File: src/rtl/fp16_dot_mac_if.sv
// rtl/fp16_dot_mac_if.sv - command, operand and result handshake bundle for fp16_dot_mac
//
// Ports (master = operand streamer / result sink, slave = fp16_dot_mac):
//   start, len, keep_acc   command strobe, pair count, continue-from-acc flag
//   busy                   high whenever the engine is not idle
//   in_valid, in_ready     operand pair handshake carrying a, b (FP16)
//   out_valid, out_ready   result handshake carrying out_data (FP16)
interface fp16_dot_mac_if #(
    parameter int LEN_W = 8
);
    logic             start;
    logic [LEN_W-1:0] len;
    logic             keep_acc;
    logic             busy;
    logic             in_valid;
    logic             in_ready;
    logic [15:0]      a;
    logic [15:0]      b;
    logic             out_valid;
    logic             out_ready;
    logic [15:0]      out_data;

    modport master (
        output start, len, keep_acc, in_valid, a, b, out_ready,
        input  busy, in_ready, out_valid, out_data
    );

    modport slave (
        input  start, len, keep_acc, in_valid, a, b, out_ready,
        output busy, in_ready, out_valid, out_data
    );
endinterface

File: src/rtl/fp16_dot_mac.sv
// rtl/fp16_dot_mac.sv - counted, back-pressured FP16 dot-product accumulator
//
// fp16multiplier: FP16 product, round-to-nearest-even, LAT register stages.
//   CLK, RESETn, a, b in; p out.
// fp16adder: FP16 sum, round-to-nearest-even, LAT register stages.
//   CLK, RESETn, a, b in; s out.
// Both treat zero-exponent inputs as signed zero, flush underflow to signed
// zero, saturate overflow to infinity and return 16'h7E00 for invalid ops.
//
// fp16_dot_mac: CLK, RESETn (async, active-low) and bus (fp16_dot_mac_if.slave).
//   Accepts len operand pairs, multiplies each pair, and folds the products into
//   acc one add at a time through a product FIFO; presents acc on out_data.

module fp16multiplier #(
    parameter int LAT = 1
) (
    input  logic        CLK,
    input  logic        RESETn,
    input  logic [15:0] a,
    input  logic [15:0] b,
    output logic [15:0] p
);
    logic              s, za, zb, na, nb, nan;
    logic [4:0]        ea, eb;
    logic [9:0]        ma, mb, mant, mant_r;
    logic [21:0]       xa, xb, prod;
    logic              grd, stk, rnd;
    logic signed [7:0] e_raw, e_norm, e_rnd;
    logic [15:0]       res;
    logic [15:0]       pipe [LAT];

    always_comb begin
        s      = a[15] ^ b[15];
        ea     = a[14:10];
        eb     = b[14:10];
        ma     = a[9:0];
        mb     = b[9:0];
        za     = (ea == 5'd0);
        zb     = (eb == 5'd0);
        na     = (ea == 5'd31);
        nb     = (eb == 5'd31);
        nan    = (na && ma != 10'd0) || (nb && mb != 10'd0) || (na && zb) || (nb && za);
        xa     = {11'd0, 1'b1, ma};
        xb     = {11'd0, 1'b1, mb};
        prod   = xa * xb;
        e_raw  = $signed({3'b000, ea}) + $signed({3'b000, eb}) - 8'sd15;
        // The 11x11 significand product lies in [2^20, 2^22); bit 21 means one
        // extra binade.
        if (prod[21]) begin
            mant   = prod[20:11];
            grd    = prod[10];
            stk    = |prod[9:0];
            e_norm = e_raw + 8'sd1;
        end else begin
            mant   = prod[19:10];
            grd    = prod[9];
            stk    = |prod[8:0];
            e_norm = e_raw;
        end
        rnd    = grd & (stk | mant[0]);
        mant_r = mant + {9'd0, rnd};
        e_rnd  = (rnd && mant == 10'h3FF) ? e_norm + 8'sd1 : e_norm;

        if (nan)                 res = 16'h7E00;
        else if (na || nb)       res = {s, 5'h1F, 10'h000};
        else if (za || zb)       res = {s, 15'h0000};
        else if (e_rnd >= 8'sd31) res = {s, 5'h1F, 10'h000};
        else if (e_rnd <= 8'sd0)  res = {s, 15'h0000};
        else                     res = {s, e_rnd[4:0], mant_r};
    end

    always_ff @(posedge CLK or negedge RESETn) begin
        if (!RESETn) begin
            for (int i = 0; i < LAT; i++) pipe[i] <= 16'h0000;
        end else begin
            pipe[0] <= res;
            for (int i = 1; i < LAT; i++) pipe[i] <= pipe[i-1];
        end
    end

    assign p = pipe[LAT-1];
endmodule

module fp16adder #(
    parameter int LAT = 1
) (
    input  logic        CLK,
    input  logic        RESETn,
    input  logic [15:0] a,
    input  logic [15:0] b,
    output logic [15:0] s
);
    logic [15:0]       x, y;
    logic [4:0]        ex, ey, d;
    logic              xnan, ynan, xi, yi, eff_sub, found;
    logic [13:0]       mx, myf, ys, n;
    logic [14:0]       sum;
    logic [3:0]        lz;
    logic [9:0]        mant, mant_r;
    logic              grd, stk, rnd;
    logic signed [7:0] e_base, e_n, e_rnd;
    logic [15:0]       res;
    logic [15:0]       pipe [LAT];

    always_comb begin
        // x is always the operand of larger magnitude, so ex >= ey and the
        // result takes the sign of x.
        if (a[14:0] >= b[14:0]) begin
            x = a;
            y = b;
        end else begin
            x = b;
            y = a;
        end
        ex      = x[14:10];
        ey      = y[14:10];
        xnan    = (ex == 5'd31) && (x[9:0] != 10'd0);
        ynan    = (ey == 5'd31) && (y[9:0] != 10'd0);
        xi      = (ex == 5'd31) && (x[9:0] == 10'd0);
        yi      = (ey == 5'd31) && (y[9:0] == 10'd0);
        eff_sub = x[15] ^ y[15];
        d       = ex - ey;
        // Three extra bits below the mantissa: guard, round, and a sticky bit
        // that collects everything shifted out of the smaller operand.
        mx      = {1'b1, x[9:0], 3'b000};
        myf     = {1'b1, y[9:0], 3'b000};
        ys      = (d >= 5'd14) ? 14'd1
                : ((myf >> d) | {13'd0, |(myf & ~(14'h3FFF << d))});
        sum     = eff_sub ? ({1'b0, mx} - {1'b0, ys}) : ({1'b0, mx} + {1'b0, ys});

        lz    = 4'd0;
        found = 1'b0;
        for (int i = 13; i >= 0; i--) begin
            if (!found) begin
                if (sum[i]) found = 1'b1;
                else        lz = lz + 4'd1;
            end
        end

        e_base = $signed({3'b000, ex});
        if (sum[14]) begin
            n   = {sum[14:2], sum[1] | sum[0]};
            e_n = e_base + 8'sd1;
        end else begin
            n   = sum[13:0] << lz;
            e_n = e_base - $signed({4'b0000, lz});
        end
        mant   = n[12:3];
        grd    = n[2];
        stk    = n[1] | n[0];
        rnd    = grd & (stk | mant[0]);
        mant_r = mant + {9'd0, rnd};
        e_rnd  = (rnd && mant == 10'h3FF) ? e_n + 8'sd1 : e_n;

        if (xnan || ynan || (xi && yi && eff_sub)) res = 16'h7E00;
        else if (xi)                res = {x[15], 5'h1F, 10'h000};
        else if (ex == 5'd0)        res = {x[15] & y[15], 15'h0000};
        else if (ey == 5'd0)        res = x;
        else if (sum == 15'd0)      res = 16'h0000;
        else if (e_rnd >= 8'sd31)   res = {x[15], 5'h1F, 10'h000};
        else if (e_rnd <= 8'sd0)    res = {x[15], 15'h0000};
        else                        res = {x[15], e_rnd[4:0], mant_r};
    end

    always_ff @(posedge CLK or negedge RESETn) begin
        if (!RESETn) begin
            for (int i = 0; i < LAT; i++) pipe[i] <= 16'h0000;
        end else begin
            pipe[0] <= res;
            for (int i = 1; i < LAT; i++) pipe[i] <= pipe[i-1];
        end
    end

    assign s = pipe[LAT-1];
endmodule

module fp16_dot_mac #(
    parameter int LEN_W      = 8,
    parameter int FIFO_DEPTH = 4,
    parameter int MUL_LAT    = 1,
    parameter int ADD_LAT    = 1
) (
    input  logic          CLK,
    input  logic          RESETn,
    fp16_dot_mac_if.slave bus
);
    localparam int PTR_W = $clog2(FIFO_DEPTH);
    localparam int CNT_W = $clog2(FIFO_DEPTH + 1);
    localparam int INF_W = $clog2(MUL_LAT + 1);
    localparam logic [LEN_W-1:0] LEN_ONE = LEN_W'(1);
    localparam logic [CNT_W-1:0] CNT_ONE = CNT_W'(1);
    localparam logic [PTR_W-1:0] PTR_ONE = PTR_W'(1);

    typedef enum logic [1:0] {IDLE, RUN, DONE} state_t;

    state_t           state, state_next;
    logic [LEN_W-1:0] len_r, issued, consumed;
    logic [15:0]      acc;
    logic             acc_free;
    logic [MUL_LAT-1:0] mul_tag;
    logic [ADD_LAT-1:0] add_tag;
    logic [15:0]      fifo_mem [FIFO_DEPTH];
    logic [PTR_W-1:0] wr_ptr, rd_ptr;
    logic [CNT_W-1:0] fifo_count;
    logic [INF_W-1:0] mul_inflight;
    logic [15:0]      product, sum;
    logic             in_hs, push, pop, retire, credit_ok;
    logic             start_run, start_done;

    fp16multiplier #(.LAT(MUL_LAT)) u_mul (
        .CLK    (CLK),
        .RESETn (RESETn),
        .a      (bus.a),
        .b      (bus.b),
        .p      (product)
    );

    fp16adder #(.LAT(ADD_LAT)) u_add (
        .CLK    (CLK),
        .RESETn (RESETn),
        .a      (acc),
        .b      (fifo_mem[rd_ptr]),
        .s      (sum)
    );

    // Products still inside the multiplier hold a FIFO credit, so a tag that
    // reaches the end of the shift register always finds a free slot.
    always_comb begin
        mul_inflight = '0;
        for (int i = 0; i < MUL_LAT; i++) mul_inflight = mul_inflight + INF_W'(mul_tag[i]);
        credit_ok = (int'(fifo_count) + int'(mul_inflight)) < FIFO_DEPTH;
    end

    assign bus.busy      = (state != IDLE);
    assign bus.in_ready  = (state == RUN) && (issued < len_r) && credit_ok;
    assign bus.out_valid = (state == DONE);
    assign bus.out_data  = acc;
    assign in_hs         = bus.in_valid & bus.in_ready;
    assign push          = mul_tag[MUL_LAT-1];
    assign retire        = add_tag[ADD_LAT-1];
    assign pop           = (state == RUN) && acc_free && (fifo_count != '0);

    always_comb begin
        state_next = state;
        start_run  = 1'b0;
        start_done = 1'b0;
        case (state)
            IDLE: begin
                if (bus.start) begin
                    if (bus.len == '0) begin
                        state_next = DONE;
                        start_done = 1'b1;
                    end else begin
                        state_next = RUN;
                        start_run  = 1'b1;
                    end
                end
            end
            RUN: begin
                if (retire && (consumed + LEN_ONE) == len_r) state_next = DONE;
            end
            DONE: begin
                if (bus.out_ready) state_next = IDLE;
            end
            default: state_next = IDLE;
        endcase
    end

    always_ff @(posedge CLK or negedge RESETn) begin
        if (!RESETn) state <= IDLE;
        else         state <= state_next;
    end

    always_ff @(posedge CLK or negedge RESETn) begin
        if (!RESETn) begin
            len_r      <= '0;
            issued     <= '0;
            consumed   <= '0;
            acc        <= 16'h0000;
            acc_free   <= 1'b1;
            mul_tag    <= '0;
            add_tag    <= '0;
            wr_ptr     <= '0;
            rd_ptr     <= '0;
            fifo_count <= '0;
        end else begin
            mul_tag <= MUL_LAT'({mul_tag, in_hs});
            add_tag <= ADD_LAT'({add_tag, pop});

            if (start_run || start_done) begin
                len_r    <= bus.len;
                issued   <= '0;
                consumed <= '0;
                acc_free <= 1'b1;
                if (!bus.keep_acc) acc <= 16'h0000;
            end else begin
                if (in_hs) issued <= issued + LEN_ONE;
                // pop and retire are exclusive: pop needs acc_free, which is
                // low for the whole time an add is in flight.
                if (pop) acc_free <= 1'b0;
                if (retire) begin
                    acc      <= sum;
                    consumed <= consumed + LEN_ONE;
                    acc_free <= 1'b1;
                end
            end

            if (push) wr_ptr <= wr_ptr + PTR_ONE;
            if (pop)  rd_ptr <= rd_ptr + PTR_ONE;
            if (push && !pop)      fifo_count <= fifo_count + CNT_ONE;
            else if (pop && !push) fifo_count <= fifo_count - CNT_ONE;
        end
    end

    always_ff @(posedge CLK) begin
        if (push) fifo_mem[wr_ptr] <= product;
    end
endmodule

File: src/flat_wrapper.sv
// flat-port wrapper written by rule: the top's interface ports become plain ports
module fp16_dot_mac_flat 
#(
    parameter int LEN_W      = 8,
    parameter int FIFO_DEPTH = 4,
    parameter int MUL_LAT    = 1,
    parameter int ADD_LAT    = 1
)
  (CLK, RESETn, bus_start, bus_len, bus_keep_acc, bus_in_valid, bus_a, bus_b, bus_out_ready, bus_busy, bus_in_ready, bus_out_valid, bus_out_data);
  fp16_dot_mac_if #(.LEN_W(LEN_W)) bus_i ();
  input  logic CLK;
  input  logic RESETn;
  input wire logic [$bits(bus_i.start)-1:0] bus_start;
  input wire logic [$bits(bus_i.len)-1:0] bus_len;
  input wire logic [$bits(bus_i.keep_acc)-1:0] bus_keep_acc;
  input wire logic [$bits(bus_i.in_valid)-1:0] bus_in_valid;
  input wire logic [$bits(bus_i.a)-1:0] bus_a;
  input wire logic [$bits(bus_i.b)-1:0] bus_b;
  input wire logic [$bits(bus_i.out_ready)-1:0] bus_out_ready;
  output wire logic [$bits(bus_i.busy)-1:0] bus_busy;
  output wire logic [$bits(bus_i.in_ready)-1:0] bus_in_ready;
  output wire logic [$bits(bus_i.out_valid)-1:0] bus_out_valid;
  output wire logic [$bits(bus_i.out_data)-1:0] bus_out_data;
  assign bus_i.start = bus_start;
  assign bus_i.len = bus_len;
  assign bus_i.keep_acc = bus_keep_acc;
  assign bus_i.in_valid = bus_in_valid;
  assign bus_i.a = bus_a;
  assign bus_i.b = bus_b;
  assign bus_i.out_ready = bus_out_ready;
  assign bus_busy = bus_i.busy;
  assign bus_in_ready = bus_i.in_ready;
  assign bus_out_valid = bus_i.out_valid;
  assign bus_out_data = bus_i.out_data;
  fp16_dot_mac #(.LEN_W(LEN_W), .FIFO_DEPTH(FIFO_DEPTH), .MUL_LAT(MUL_LAT), .ADD_LAT(ADD_LAT)) u_core (.CLK(CLK), .RESETn(RESETn), .bus(bus_i));
endmodule
File: config.mk
export PLATFORM = sky130hd
export DESIGN_NAME = fp16_dot_mac_flat
export DESIGN_NICKNAME = d
export VERILOG_FILES = /design/src/rtl/fp16_dot_mac_if.sv /design/src/rtl/fp16_dot_mac.sv /design/src/flat_wrapper.sv
export SDC_FILE = /design/constraint.sdc
export NUM_CORES = 1
export LEC_CHECK = 0
export ABC_AREA = 1
export CAP_MARGIN = 30
export CORE_AREA = 10 10 175 177
export CTS_CLUSTER_DIAMETER = 30
export DETAILED_ROUTE_END_ITERATION = 8
export DIE_AREA = 0 0 185 187
export HOLD_SLACK_MARGIN = 0.06
export MAX_ROUTING_LAYER = met4
export PLACE_DENSITY = 0.91
export SYNTH_ARGS = -nofsm -noshare
export SYNTH_HDL_FRONTEND = slang
export SYNTH_SLANG_ARGS = --single-unit
File: constraint.sdc
create_clock -name CLK -period 28.8 [get_ports CLK]
set_clock_uncertainty 0.15 [all_clocks]
set_input_delay 4.32 -clock CLK [delete_from_list [all_inputs] [get_ports CLK]]
set_output_delay 4.32 -clock CLK [all_outputs]
set_load 0.02 [all_outputs]
==> results.json <==
{
  "ctsHoldBuffers": 0,
  "rsz0062_at_grt": "false",
  "fillers": 2182,
  "yosys.area.top_type": "nand2_1",
  "clock-sinks": 148,
  "place_ws_ns": 13.72,
  "postCtsSetupRepairBufs": 0,
  "cts.clk_slew.worst_paths_ns": 0.07,
  "final_cell_mix": "nand2_1, inv_1, nand3_1, ha_1, nor2_1",
  "drc_errors": 0,
  "period_share_pct": 53.63,
  "die_w_microns": 185,
  "cts_tree": "built",
  "wl_microns": 44440,
  "cap_violations": 0,
  "area_growth_pct": 8.399,
  "worstPathArrival_ns": 15.59,
  "grt-ovfl-total": 0,
  "antenna_found_initial": 0,
  "hp-class": "reg -> reg",
  "synth_ff_type": "dfrtp_1",
  "clock.fmax_mhz": 64.74,
  "post-route-worst-setup-slack_ns": 13.35,
  "drt_iter0_drc": 1660,
  "synth_seq_cells": 148,
  "synthesis.instances": 2329,
  "numPortBuffers": 64,
  "ios": 65,
  "clock_latency_ns": 0.44,
  "synth_area_per_cell_sq_um": 7.234,
  "worstSetupPathType": "reg -> reg",
  "vias": 15750,
  "synth_edf_count": 64,
  "dr.pass1.iters": 6,
  "startpoint_type": "register",
  "status": "completed",
  "place_hpwl_microns": 35310,
  "final_common_cell": "nand2_1",
  "antenna_cells": 0,
  "yosysSeqAreaShare_pct": 23.89,
  "synth_area_leaders": "nand2_1, dfrtp_1, edfxtp_1",
  "grt_pass1_wl_microns": 74060,
  "endpoint_kind": "register",
  "ant_nets": 0,
  "start_util_pct": 61.66,
  "yosys_warnings": 0,
  "grt_max_degree": 64,
  "setup_viol": 0,
  "grtUsageTotal_pct": 26.50,
  "cts_resized": 0,
  "routed_via_density": 5.808,
  "nNetsFinal": 2629,
  "cpPeakStageDelay_ns": 1.03,
  "cpMaxStageDelayCell": "dfrtp_1",
  "final_util_pct": 66.84,
  "slew_headroom_pct": 30.36,
  "die_h_microns": 187,
  "required_ns": 28.95,
  "place_congestion": 0.9741,
  "crit_fanout": 35,
  "rows": 61,
  "hold_viol_final": 0,
  "worst_pin_slew_ns": 1.045,
  "wl_per_cell_microns": 16.39,
  "root_buffer": "clkbuf_16",
  "grt_pass1_vias": 15460,
  "drive_above_1_share_pct": 7.312,
  "cts_buffer_depth": 2,
  "setup_tns_ns": 0,
  "dieArea_sq_um": 34600,
  "drv_slew": 0,
  "ys_async_sr_fraction_pct": 56.76,
  "htreeDepth": 4,
  "period_needed_ns": 15.45,
  "yosysTopAreaCellShare_pct": 13.19,
  "synthesis.nets": 2605,
  "core_area_sq_um": 27320,
  "netlist_area_sq_um": 16850,
  "cts_buffers": 17,
  "cpMostUsedCell": "nand2_1",
  "synth_cell_types": 59
}
==> flip-flops by register name, indices dropped and copies added, names as in the netlist <==
signal / flops
u_core.add_tag: 1
u_core.issued: 8
u_core.fifo_mem: 64
u_core.len_r: 8
u_core.acc_free: 1
u_core.bus.out_data: 16
u_core.u_mul.p: 16
u_core.u_add.s: 16
u_core.wr_ptr: 2
u_core.fifo_count: 3
u_core.consumed: 8
u_core.mul_tag: 1
u_core.state: 2
u_core.rd_ptr: 2
==> routing by layer <==
metal | part of all wire, % | GRT usage, % | vias up
met1 | 41 | 32.67 | 7476
met3 | 6.3 | 3.166 | 110
met2 | 49 | 44.22 | 611
met4 | 3.2 | 8.568 | 0
li1 | - | - | 7553
met5 | 0 | - | -
==> critical path, delay by kind of cell, from the launching register on <==
| kind | cells | cell delay [ns] |
|---|---|---|
| and+or+nand+nor | 52 | 6.51 |
| DFF | 1 | 1.03 |
| adders and majority gates | 12 | 3.83 |
| AOI/OAI and AO/OA | 12 | 1.81 |
| buffers and inverters | 15 | 1.85 |
| xor gates and xnor gates | 1 | 0.09 |
==> worst paths after layout <==
path	to	start	slack, ns	cells past startpoint
setup / recovery	u_core.u_add.s[11]	u_core.rd_ptr[0]	13.35	92
hold / removal	u_core.acc_free	u_core.acc_free	0.32	2
setup reg to reg	u_core.u_add.s[11]	u_core.rd_ptr[0]	13.35	92
hold reg to reg	u_core.acc_free	u_core.acc_free	0.32	2
max in group asynchronous	u_core.len_r[3]	RESETn	23.79	2
min in group asynchronous	u_core.u_mul.p[0]	RESETn	3.62	1
==> logic make-up (layout without fill, tap and decap cells) <==
group                    after synthesis  count (layout)  synth area share [%]
AO/OA/AOI/OAI                        301             301                 10.48
XOR/XNOR                              77              77                 4.114
adder cells (fa/ha/maj)              230             230                 20.82
buffers and inverters                474             511                 10.98
flip-flops                           148             148                 23.89
multiplexers                           7               7                0.4233
AND/OR/NAND/NOR                     1092            1092                 29.29
==> layout make-up <==
type,count,area (sq um),share of cell area [%]
clock inverters,14,158.9,0.8701
flip-flops and latches,148,4025,22.04
repair buffers,74,713.2,3.905
well taps,346,432.9,2.371
inverters,405,1520,8.324
multi-input cells,1707,10970,60.08
clock buffers,18,439.2,2.405
==> cells in the mapped netlist, drive strengths merged (6+ instances only) <==
cell,instances
a21oi,93
o21ai,144
nand3,199
nand2,626
xnor2,18
dfrtp,83
buf,24
ha,146
clkbuf,45
fa,84
nor4,13
nor2,162
o22ai,11
o21bai,13
xor2,59
o211ai,6
nor3,30
or2,10
nand4,40
mux2i,6
nand3b,6
a32o,7
inv,401
edfxtp,64
==> per-stage QoR <==
step	cells	hold slack, ns	area (sq um)
finish	2712	0.3204	18260
global route	2712	0.3351	18260
CTS	2712	0.3229	18260
detailed placement	2680	0.3132	17660
global placement	2680	0.3004	17660
floorplan	2329	0.2918	16850
Power is not shown: default switching activity piles up to over one toggle a cycle in this logic, so the estimate is an artifact.
